==> config.mk <==
export PLATFORM = sky130hd
export DESIGN_NAME = iobus_initiator
export DESIGN_NICKNAME = d
export VERILOG_FILES = /design/src/rtl/iobus_initiator.sv
export SDC_FILE = /design/constraint.sdc
export NUM_CORES = 1
export LEC_CHECK = 0
export CAP_MARGIN = 10
export CORE_MARGIN = 8
export CORE_UTILIZATION = 49
export DETAILED_ROUTE_END_ITERATION = 8
export MAX_ROUTING_LAYER = met4
export PLACE_DENSITY = 0.92
export SYNTH_ARGS = -nofsm -noshare
export SYNTH_HDL_FRONTEND = slang
export SYNTH_SLANG_ARGS = --single-unit
==> constraint.sdc <==
create_clock -name CLK -period 5.4 [get_ports CLK]
set_input_delay 0.54 -clock CLK [delete_from_list [all_inputs] [get_ports CLK]]
set_output_delay 0.54 -clock CLK [all_outputs]
set_load 0.005 [all_outputs]
==> src/rtl/iobus_initiator.sv <==
// iobus_initiator: OTTER IOBUS master. Accepts read / fill-write burst commands
// over a valid/ready port, drives registered IOBUS address/data/strobe, and
// returns one response beat per read word (or one beat-count response per write).
module iobus_initiator #(
    parameter int ADDR_STRIDE = 4,
    parameter int LEN_W       = 8
) (
    input  logic             CLK,
    input  logic             RESET,
    input  logic             CMD_VALID,
    output logic             CMD_READY,
    input  logic             CMD_WE,
    input  logic [31:0]      CMD_ADDR,
    input  logic [31:0]      CMD_WDATA,
    input  logic [LEN_W-1:0] CMD_LEN,
    output logic             RSP_VALID,
    input  logic             RSP_READY,
    output logic [31:0]      RSP_DATA,
    output logic             RSP_LAST,
    output logic             BUSY,
    output logic [31:0]      IOBUS_ADDR,
    output logic [31:0]      IOBUS_OUT,
    output logic             IOBUS_WR,
    input  logic [31:0]      IOBUS_IN
);

    typedef enum logic [1:0] {
        ST_IDLE = 2'd0,
        ST_BUS  = 2'd1,
        ST_RSP  = 2'd2
    } state_t;

    state_t             state_q, state_d;
    logic               we_q, we_d;
    logic [LEN_W-1:0]   len_q, len_d;
    logic [LEN_W-1:0]   beat_q, beat_d;
    logic [31:0]        wdata_q, wdata_d;
    logic [31:0]        iobus_addr_q, iobus_addr_d;
    logic [31:0]        iobus_out_q, iobus_out_d;
    logic               iobus_wr_q, iobus_wr_d;
    logic               rsp_valid_q, rsp_valid_d;
    logic [31:0]        rsp_data_q, rsp_data_d;
    logic               rsp_last_q, rsp_last_d;
    logic               cmd_ready_q, cmd_ready_d;

    // Wrapping address step; 32-bit add drops the carry so 0xFFFFFFFC+4 -> 0.
    logic [31:0] next_addr;
    assign next_addr = iobus_addr_q + 32'(ADDR_STRIDE);

    // Next-state and next-output computation for the burst FSM.
    always_comb begin
        state_d      = state_q;
        we_d         = we_q;
        len_d        = len_q;
        beat_d       = beat_q;
        wdata_d      = wdata_q;
        iobus_addr_d = iobus_addr_q;
        iobus_out_d  = iobus_out_q;
        iobus_wr_d   = iobus_wr_q;
        rsp_valid_d  = rsp_valid_q;
        rsp_data_d   = rsp_data_q;
        rsp_last_d   = rsp_last_q;

        case (state_q)
            ST_IDLE: begin
                iobus_wr_d = 1'b0;
                if (CMD_VALID && cmd_ready_q) begin
                    we_d         = CMD_WE;
                    len_d        = CMD_LEN;
                    wdata_d      = CMD_WDATA;
                    iobus_addr_d = CMD_ADDR;
                    beat_d       = '0;
                    state_d      = ST_BUS;
                    // Write strobe for beat 0 is registered here so the
                    // strobes run back-to-back starting the next cycle.
                    if (CMD_WE) begin
                        iobus_wr_d  = 1'b1;
                        iobus_out_d = CMD_WDATA;
                    end
                end
            end

            ST_BUS: begin
                if (we_q) begin
                    if (beat_q == len_q) begin
                        iobus_wr_d  = 1'b0;
                        // Count is LEN+1 in 32 bits so a full 2**LEN_W burst is not truncated.
                        rsp_data_d  = 32'(len_q) + 32'd1;
                        rsp_last_d  = 1'b1;
                        rsp_valid_d = 1'b1;
                        state_d     = ST_RSP;
                    end else begin
                        beat_d       = beat_q + LEN_W'(1);
                        iobus_addr_d = next_addr;
                        iobus_out_d  = wdata_q;
                        iobus_wr_d   = 1'b1;
                    end
                end else begin
                    rsp_data_d  = IOBUS_IN;
                    rsp_last_d  = (beat_q == len_q);
                    rsp_valid_d = 1'b1;
                    state_d     = ST_RSP;
                end
            end

            ST_RSP: begin
                if (RSP_READY) begin
                    rsp_valid_d = 1'b0;
                    if (rsp_last_q) begin
                        state_d = ST_IDLE;
                    end else begin
                        beat_d       = beat_q + LEN_W'(1);
                        iobus_addr_d = next_addr;
                        state_d      = ST_BUS;
                    end
                end
            end

            default: begin
                state_d     = ST_IDLE;
                iobus_wr_d  = 1'b0;
                rsp_valid_d = 1'b0;
            end
        endcase

        // Ready only once actually sitting in IDLE, so the edge that returns
        // to IDLE never also accepts a command.
        cmd_ready_d = (state_d == ST_IDLE);
    end

    // State and registered outputs; reset aborts any burst immediately.
    always_ff @(posedge CLK or posedge RESET) begin
        if (RESET) begin
            state_q      <= ST_IDLE;
            we_q         <= 1'b0;
            len_q        <= '0;
            beat_q       <= '0;
            wdata_q      <= '0;
            iobus_addr_q <= '0;
            iobus_out_q  <= '0;
            iobus_wr_q   <= 1'b0;
            rsp_valid_q  <= 1'b0;
            rsp_data_q   <= '0;
            rsp_last_q   <= 1'b0;
            cmd_ready_q  <= 1'b0;
        end else begin
            state_q      <= state_d;
            we_q         <= we_d;
            len_q        <= len_d;
            beat_q       <= beat_d;
            wdata_q      <= wdata_d;
            iobus_addr_q <= iobus_addr_d;
            iobus_out_q  <= iobus_out_d;
            iobus_wr_q   <= iobus_wr_d;
            rsp_valid_q  <= rsp_valid_d;
            rsp_data_q   <= rsp_data_d;
            rsp_last_q   <= rsp_last_d;
            cmd_ready_q  <= cmd_ready_d;
        end
    end

    assign CMD_READY  = cmd_ready_q;
    assign RSP_VALID  = rsp_valid_q;
    assign RSP_DATA   = rsp_data_q;
    assign RSP_LAST   = rsp_last_q;
    assign BUSY       = (state_q != ST_IDLE);
    assign IOBUS_ADDR = iobus_addr_q;
    assign IOBUS_OUT  = iobus_out_q;
    assign IOBUS_WR   = iobus_wr_q;

endmodule
==> impl_metrics.csv, run 1 <==
group,metric,value,unit
outcome,outcome,"complete, no violations",
critical_path,reg2reg_to,"IOBUS_ADDR[15]",
timing,maxSlewViolCount,0,
placed_design,io_buffer_count,209,
clock_network,hold_buffers,0,
synth,synth_seq_cells,151,
route,drtPass1Iterations,7,
worst_hold_path,hp-class,"reg2reg",
timing,tightest_slew,1100,ps
timing,timing.final.ws_setup,1850,ps
critical_path,cp_max_fo,44,
timing,slew_headroom,0.263,
global_routing,grt.busiest_layer,"met2",
synth,synth_xor_area_frac,0.0162,
clock_network,cts_setup_buffers,0,
critical_path,path_cells,"inv_1, ha_2, nor2b_2, a2111o_1, a31o_2, o21bai_1, a211oi_1",
clock_network,cts_resized,0,
route,dr_total_vias,7411,
final_layout,regArea,3780,µm²
synth,synth_top_family_by_area,"simple AND/OR/NAND/NOR gates",
route,drt_iter0_markers,704,
critical_path,worstReg2RegStart,"state_q[1]",
timing,setup_viol,0,
critical_path,critical_path.max_stage_delay,910,ps
timing,rsz0062_at_grt,"false",
synth,synth-edff-count,0,
route,finalWirelength,23400,µm
synth,yosysUniqueCellTypes,58,
timing,finalSetupTns,0,ps
synth,synthSimpleGateAreaFrac,0.262,
synth,synth_top_cell_by_area,"dfrtp_1",
global_routing,met1_usage,0.297,
clock_network,cts_htree_levels,4,
clock_network,clock_latency,420,ps
final_layout,fillers,1126,
pwr,p_leak,4.60,nW
synth,yosysWarnings,0,
synth,seq_area_frac_synth,0.499,
die,dieWidth,140,µm
global_routing,antenna_found_initial,1,
global_routing,grt_max_degree,69,
timing,hold_ws,473,ps
clock_network,cts_buffers,17,
synth,synth_top_area_share,0.499,
clock_network,clockBufferDepth,2,
critical_path,end_kind,"flop",
final_layout,utilization,0.686,
timing,fmax,281,MHz
critical_path,r2r_cells,7,
global_routing,grt_usage,0.246,
clock_network,cts_tree,"done",
synth,ys_async_sr_fraction,1.00,
critical_path,critPathKind,"reg2reg",
synth,synth_cells,857,
die,die_area,19700,µm²
route,drcViolationCount,0,
job,drv_cap,0,
placed_design,dp_slack,1870,ps
worst_hold_path,holdCritStartpoint,"wdata_q[29]",
timing,hold_violations,0,
timing,period_share,0.658,
route,avgViaCountPerCell,5.98,
route,ant_nets,0,
die,core_area,15100,µm²
timing,finClkSkew,10.1,ps
critical_path,rrSetupSlack,1850,ps
pwr,ir_drop,0.211,mV
die,core.rowCount,45,
synth,synth_compound_area_frac,0.154,
global_routing,use_met3,0.0445,
synth,synthMuxAreaShare,0.0200,
worst_hold_path,worstHoldPathCells,2,
pwr,power,2.74,mW
synth,ys.flop_type,"dfrtp_1",
critical_path,critPathLaunchType,"flop",
die,ios,210,
critical_path,slowest_stage,"nor2b_2",
pwr,powerDensity,264,nW/µm²
global_routing,use_met2,0.389,
route,wl_per_cell,18.9,µm
synth,synthesis.area,7580,µm²
final_layout,area_growth,37.0,%
final_layout,nNetsFinal,1153,
die,start_util,0.500,
clock_network,clk_pin_slew,60,ps
worst_hold_path,holdPathEnd,"wdata_q[29]",
synth,syn_nets,973,
critical_path,worstPathArrival,3860,ps
critical_path,worstPathRequired,5710,ps
clock_network,clkSinkCount,151,
final_layout,multi_input_area,3540,µm²
timing,period_needed,3550,ps
synth,synth_area_leaders,"dfrtp_1 50%, nand2_1 9.8%, nand3_1 8.1%",
placed_design,dp_hpwl,16100,µm
global_routing,grt_pass1_wl,38300,µm
die,die_h,140,µm
placed_design,place_congestion,0.847,
global_routing,grt-ovfl-total,0,
clock_network,root_buffer,"clkbuf_16",
final_layout,final_layout_size_suffix_gt1_frac,0.0686,
synth,synth_adder_area_share,0.0116,
global_routing,grt_pass1_vias,7252,
synth,avgSynthCellArea,8.84,µm²
[routing by layer]
layer,routed length [µm],part of all wire,vias to the layer above
met2,11600,0.50,320
li1,-,-,3406
met5,0,0,-
met4,932,0.040,0
met1,9370,0.40,3624
met3,1490,0.064,61
[placed cells by master, fill, tap and decap left out, types with 6 or more instances in the layout]
cell,synthesis,layout
nand3_1,123,123
a22oi_1,33,32
o21ai_0,39,39
a211oi_1,9,8
nand2_1,197,197
a31oi_1,10,10
nor2_1,36,35
buf_4,0,11
and2_1,6,6
nor3_1,20,20
clkbuf_16,0,17
xor2_1,10,10
dfrtp_1,151,151
a2bb2oi_1,7,7
and3_1,8,8
inv_1,9,8
nand4_1,12,12
a21oi_1,28,28
mux2_2,9,9
o22ai_1,7,7
clkdlybuf4s50_1,0,209
[registers in the layout, indices dropped and copies added (netlist names)]
name and cells:
state_q 2, RSP_VALID 1, CMD_READY 1, RSP_DATA 32, len_q 8, IOBUS_ADDR 32, beat_q 8, RSP_LAST 1
we_q 1, IOBUS_OUT 32, wdata_q 32, IOBUS_WR 1
[synth_stat cells, drive strengths merged (6+ instances only)]
cell and number:
dfrtp 151, a31oi 11, and3 8, o22ai 7, a22oi 33, nor2 36
a2bb2oi 7, nand4 12, o21ai 44, nand2 198, a21oi 28, buf 17
a211oi 9, inv 9, mux2 9, clkbuf 42, ha 7, xor2 10
nor3 20, nand3 123, and2 6
[logic make-up (layout without fill, tap and decap cells)]
family	after synthesis	in the layout
AND/OR/NAND/NOR	430	430
AO/OA/AOI/OAI	173	173
XOR/XNOR	14	14
flip-flops	151	151
other	0	1
adder cells (fa/ha/maj)	7	7
multiplexers	14	14
buffers and inverters	68	261
[power by group]
part | switching [mW] | internal (mW)
sequential | 0.0630 | 1.17
combinational | 0.108 | 0.178
clock | 0.483 | 0.745
[layout make-up]
cell class / instances / area share
clock inverter: 13 / 0.0165
clock buffer: 19 / 0.0427
timing repair buffer: 220 / 0.209
tap: 188 / 0.0227
sequential: 151 / 0.364
multi-input combinational: 638 / 0.341
antenna: 1 / 0.000241
inverter: 9 / 0.00374
[critical path: cells and delay by family (launching register included)]
| kind | cells | cell delay, ps |
|---|---|---|
| AO/OA/AOI/OAI | 4 | 1410 |
| flip-flops | 1 | 410 |
| buffers and inverters | 1 | 90 |
| adder cells (fa/ha/maj) | 1 | 610 |
| AND/OR/NAND/NOR | 1 | 910 |
[worst max-delay path by stage]
stage / startpoint / end / slack, ps / cells past startpoint
after global placement: state_q[1] / IOBUS_ADDR[7] / 2010 / 7
after CTS: state_q[1] / IOBUS_ADDR[15] / 1870 / 7
after global routing: state_q[1] / IOBUS_ADDR[17] / 1590 / 7
after floorplan: RESET / CMD_READY / 800 / 1
after detailed placement: state_q[1] / IOBUS_ADDR[15] / 1870 / 7
final: state_q[1] / IOBUS_ADDR[15] / 1850 / 7
[metrics by stage]
step	instances	cell area, µm²
global placement	1206	9770
floorplan	857	7580
CTS	1238	10400
detailed placement	1206	9770
finish	1239	10400
global route	1239	10400
No activity file was read; power rests on OpenSTA's default activity.
==> run 2, diff against run 1 <==
==> constraint.sdc (replaced) <==
create_clock -name CLK -period 3.7 [get_ports CLK]
set_input_delay 0.37 -clock CLK [delete_from_list [all_inputs] [get_ports CLK]]
set_output_delay 0.37 -clock CLK [all_outputs]
set_load 0.005 [all_outputs]
==> run 2 against run 1 <==
Against the previous run: sequential cell count unchanged; worst hold slack worse by 5.2 ps; clock power up 48%; critical endpoint is now IOBUS_OUT[19]; critical path type unchanged; setup slack worse by 1100 ps; via count down 0.32%.
==> impl_metrics.csv, run 2 (synthesized netlist as in run 1, its figures left out) <==
group,metric,value,unit
outcome,outcome,"complete, no violations",
timing,hold_violations,0,
timing,maxSlewViolCount,0,
route,drt_iter0_markers,717,
critical_path,cp_top_family,"buffers and inverters",
pwr,ir_drop,0.349,mV
timing,fmax,341,MHz
timing,tightest_slew,966,ps
final_layout,multi_input_area,3540,µm²
final_layout,area_growth,38.1,%
timing,slew_headroom,0.356,
critical_path,worstPathArrival,3290,ps
global_routing,grt_usage,0.243,
route,drtPass1Iterations,5,
die,ios,210,
placed_design,place_congestion,0.858,
pwr,power,4.04,mW
die,core.rowCount,45,
clock_network,cts_tree,"done",
final_layout,nNetsFinal,1160,
worst_hold_path,hp-class,"in2async",
route,finalWirelength,23200,µm
critical_path,worstReg2RegStart,"state_q[1]",
timing,rsz0062_at_grt,"false",
clock_network,cts_resized,0,
route,dr_total_vias,7387,
critical_path,critPathLaunchType,"flop",
route,wl_per_cell,18.6,µm
global_routing,grt-ovfl-total,0,
timing,period_share,0.794,
final_layout,fillers,1108,
die,core_area,15100,µm²
critical_path,end_kind,"flop",
critical_path,cp_max_fo,77,
clock_network,clk_pin_slew,60,ps
clock_network,cts_buffers,17,
die,start_util,0.500,
die,die_area,19700,µm²
clock_network,clockBufferDepth,2,
critical_path,worstPathRequired,4050,ps
global_routing,grt_pass1_wl,37900,µm
clock_network,clkSinkCount,151,
timing,period_needed,2940,ps
critical_path,path_buf_inv,3,
placed_design,dp_hpwl,15900,µm
timing,setup_viol,0,
global_routing,grt_pass1_vias,7193,
critical_path,critical_path.max_stage_delay,640,ps
route,drcViolationCount,0,
global_routing,antenna_found_initial,0,
clock_network,root_buffer,"clkbuf_16",
final_layout,final_layout_size_suffix_gt1_frac,0.0738,
critical_path,path_cells,"inv_1, ha_2, buf_4, a22oi_2, a211oi_4, buf_4, nand3_1, nand3_1",
critical_path,critPathLaunch,"state_q[1]",
timing,finalSetupTns,0,ps
pwr,p_leak,4.64,nW
final_layout,utilization,0.691,
route,avgViaCountPerCell,5.93,
clock_network,cts_setup_buffers,0,
placed_design,io_buffer_count,209,
critical_path,critPathKind,"reg2reg",
timing,hold_ws,468,ps
clock_network,clock_latency,430,ps
global_routing,grt_max_degree,78,
clock_network,hold_buffers,0,
final_layout,diodes,0,
die,dieWidth,140,µm
final_layout,final_cell_mix,"209 x clkdlybuf4s50_1, 197 x nand2_1, 151 x dfrtp_1",
route,ant_nets,0,
die,die_h,140,µm
final_layout,regArea,3780,µm²
clock_network,cts_htree_levels,4,
timing,finClkSkew,15.6,ps
job,drv_cap,0,
pwr,powerDensity,386,nW/µm²
final_layout,final_common_cell,"clkdlybuf4s50_1",
critical_path,slowest_stage,"buf_4",
## run 2: final timing paths
check                                     end  slack [ps]  cells past startpoint
worst max-delay path            IOBUS_OUT[19]         760                      8
worst min-delay path            IOBUS_ADDR[0]         470                      2
worst max register to register  IOBUS_OUT[19]         760                      8
worst min register to register     wdata_q[6]         480                      2
max in group asynchronous        IOBUS_OUT[1]        2480                      3
min in group CLK                   wdata_q[6]         480                      2
## run 2: area by class of cell
cell class | count | area share
multi-input combinational | 638 | 0.338
sequential | 151 | 0.361
timing repair buffer | 227 | 0.215
inverter | 9 | 0.00359
clock buffer | 20 | 0.0427
clock inverter | 12 | 0.0166
tap | 188 | 0.0225
## run 2: layer usage
metal	up-vias	GRT usage	share of wire
li1	3421	-	-
met1	3579	0.295	0.40
met2	323	0.385	0.49
met3	64	0.0527	0.066
met4	0	0.104	0.039
met5	-	-	0
## run 2: power breakdown
group,switching [mW],internal (mW)
Sequential,0.0866,1.70
Clock,0.675,1.14
Combinational,0.164,0.265
## run 2: worst reg2reg max path, cell delays in order (launching register included)
cell and delay (ps):
dfrtp_1 420, inv_1 100, ha_2 190, buf_4 640, a22oi_2 520, a211oi_4 320, buf_4 390, nand3_1 170
nand3_1 140
## run 2: stage by stage
stage / instances / setup WS, ps / cell area, µm²
floorplan: 857 / 1430 / 7580
global placement: 1213 / 988 / 9840
detailed placement: 1213 / 846 / 9840
CTS: 1245 / 783 / 10500
global route: 1245 / 563 / 10500
finish: 1245 / 764 / 10500
==> run 3, diff against run 2 <==
==> constraint.sdc (replaced) <==
create_clock -name CLK -period 2.8 [get_ports CLK]
set_input_delay 0.28 -clock CLK [delete_from_list [all_inputs] [get_ports CLK]]
set_output_delay 0.28 -clock CLK [all_outputs]
set_load 0.005 [all_outputs]
==> run 3 against run 2 <==
Against the previous run: total power increased by 29%; worst hold slack got worse by 220 ps; register-to-register slack got worse by 400 ps; critical path depth decreased by 2; via count increased by 1.4%; count of clock-buffer cells in the layout decreased by 3; sequential share of layout area decreased by 0.22 points; sequential cell count unchanged; largest cell class unchanged; highest routed layer unchanged.
==> impl_metrics.csv, run 3 (synthesized netlist as in run 1, its figures left out) <==
group,metric,value,unit
outcome,outcome,"complete, no violations",
route,drtPass1Iterations,8,
route,drt_iter0_markers,776,
final_layout,final_layout_size_suffix_gt1_frac,0.0792,
die,die_area,19700,µm²
clock_network,clockBufferDepth,2,
die,core.rowCount,45,
timing,maxSlewViolCount,0,
critical_path,cp_max_fo,48,
die,start_util,0.500,
critical_path,path_cells,"inv_1, ha_2, buf_4, nand2_1, nand2_1, o21ai_0",
timing,slew_headroom,0.462,
timing,timing.final.ws_setup,367,ps
timing,period_needed,2430,ps
pwr,seq_power_share,0.455,
critical_path,critical_path.max_stage_delay,620,ps
clock_network,cts_buffers,17,
route,avgViaCountPerCell,6.00,
critical_path,worstReg2RegStart,"state_q[1]",
critical_path,path_buf_inv,2,
worst_hold_path,hp-class,"in2async",
critical_path,critPathLaunchType,"flop",
clock_network,hold_buffers,0,
critical_path,reg2reg_to,"RSP_DATA[13]",
pwr,comb_power_share,0.110,
global_routing,antenna_found_initial,0,
clock_network,clock_latency,430,ps
clock_network,cts_htree_levels,4,
pwr,powerDensity,494,nW/µm²
timing,period_share,0.869,
critical_path,crit_top_cell,"nand2_1",
timing,tightest_slew,806,ps
pwr,pwr-share-clk,0.435,
final_layout,fin_area,10500,µm²
placed_design,dp_slack,272,ps
clock_network,clk_pin_slew,70,ps
final_layout,area_growth,38.9,%
route,wl_per_cell,19.0,µm
clock_network,cts_tree,"done",
pwr,p_int,3.86,mW
route,ant_nets,0,
job,drv_cap,0,
pwr,p_leak,4.67,nW
global_routing,grt_usage,0.249,
timing,finalSetupTns,0,ps
die,ios,210,
timing,fmax,411,MHz
timing,finClkSkew,8.16,ps
critical_path,end_kind,"flop",
final_layout,nNetsFinal,1164,
global_routing,grt_max_degree,68,
critical_path,r2r_cells,6,
die,die_h,140,µm
critical_path,rrSetupSlack,370,ps
pwr,ir_drop,0.455,mV
clock_network,root_buffer,"clkbuf_16",
placed_design,io_buffer_count,209,
critical_path,cp_top_family,"simple AND/OR/NAND/NOR gates",
placed_design,place_congestion,0.849,
critical_path,critPathKind,"reg2reg",
pwr,switching_share,0.258,
global_routing,grt-ovfl-total,0,
timing,rsz0062_at_grt,"false",
final_layout,diodes,0,
route,drcViolationCount,0,
critical_path,worstPathArrival,2730,ps
die,core_area,15100,µm²
critical_path,worstPathRequired,3090,ps
critical_path,slowest_stage,"nand2_1",
die,dieWidth,140,µm
placed_design,dp_hpwl,16300,µm
final_layout,final_common_cell,"clkdlybuf4s50_1",
final_layout,final_cell_mix,"209 x clkdlybuf4s50_1, 197 x nand2_1, 151 x dfrtp_1",
timing,hold_violations,0,
route,finalWirelength,23700,µm
route,dr_total_vias,7492,
pwr,power.switching,1.34,mW
placed_design,placed_area,9940,µm²
timing,setup_viol,0,
global_routing,grt_pass1_vias,7523,
global_routing,grt_pass1_wl,38800,µm
clock_network,clkSinkCount,151,
placed_design,dp.cells,1217,
pwr,power,5.20,mW
final_layout,finalNonFillerCells,1249,
==> run 3: cell count changes in the layout (fill, tap and decap cells not counted), sizes merged <==
cell / delta
bufinv: -3
buf: +4
inv: +8
clkinv: -1
clkinvlp: -1
clkbuf: -3
==> run 3: per-stage QoR <==
stage,hold slack [ps],util
after CTS,255,0.695
after global placement,457,0.656
after global routing,264,0.695
final,246,0.695
after floorplan,385,-
after detailed placement,461,0.656
==> run 3: cell type report <==
cell class,count,area [µm²]
fill,1149,4620
sequential,151,3780
multi-input combinational,638,3550
timing repair buffer,231,2340
clock buffer,17,425
tap,188,235
clock inverter,15,159
inverter,9,37.5
==> run 3: worst register-to-register path: cells and delay by family (launching register included) <==
family / cells / cell delay, ps
and+or+nand+nor: 2 / 870
buffers and inverters: 2 / 590
DFF: 1 / 420
adders and majority gates: 1 / 320
AOI/OAI and AO/OA: 1 / 110
==> run 3: worst max-delay path by stage <==
stage | from | endpoint | slack [ps] | cells after the start
6_report | state_q[1] | RSP_DATA[13] | 370 | 6
5_1_grt | state_q[1] | RSP_DATA[24] | 100 | 6
4_1_cts | state_q[0] | IOBUS_ADDR[13] | 220 | 8
3_5_place_dp | state_q[0] | IOBUS_ADDR[17] | 270 | 8
3_3_place_gp | CMD_VALID | IOBUS_ADDR[17] | 350 | 7
2_1_floorplan | state_q[0] | beat_q[4] | 560 | 10
==> run 3: per-layer routing <==
metal / track usage / part of all wire
met4: 0.112 / 0.039
met1: 0.297 / 0.40
met2: 0.401 / 0.49
met3: 0.0530 / 0.069
met5: - / 0
==> run 3: power groups by stage <==
stage | combinational [mW] | sequential, mW | clock (mW)
CTS | 0.578 | 2.36 | 2.31
global route | 0.622 | 2.38 | 2.41
finish | 0.574 | 2.37 | 2.26
detailed placement | 0.576 | 2.40 | 0
global placement | 0.562 | 2.40 | 0
floorplan | 0.198 | 2.38 | 0
==> run 3: repair_timing <==
item | in CTS | in global routing
setup endpoints to repair | 0 | 1
endpoints found under the hold margin | 0 | 0
buffers inserted | 0 | 0
gates resized for setup | 0 | 1
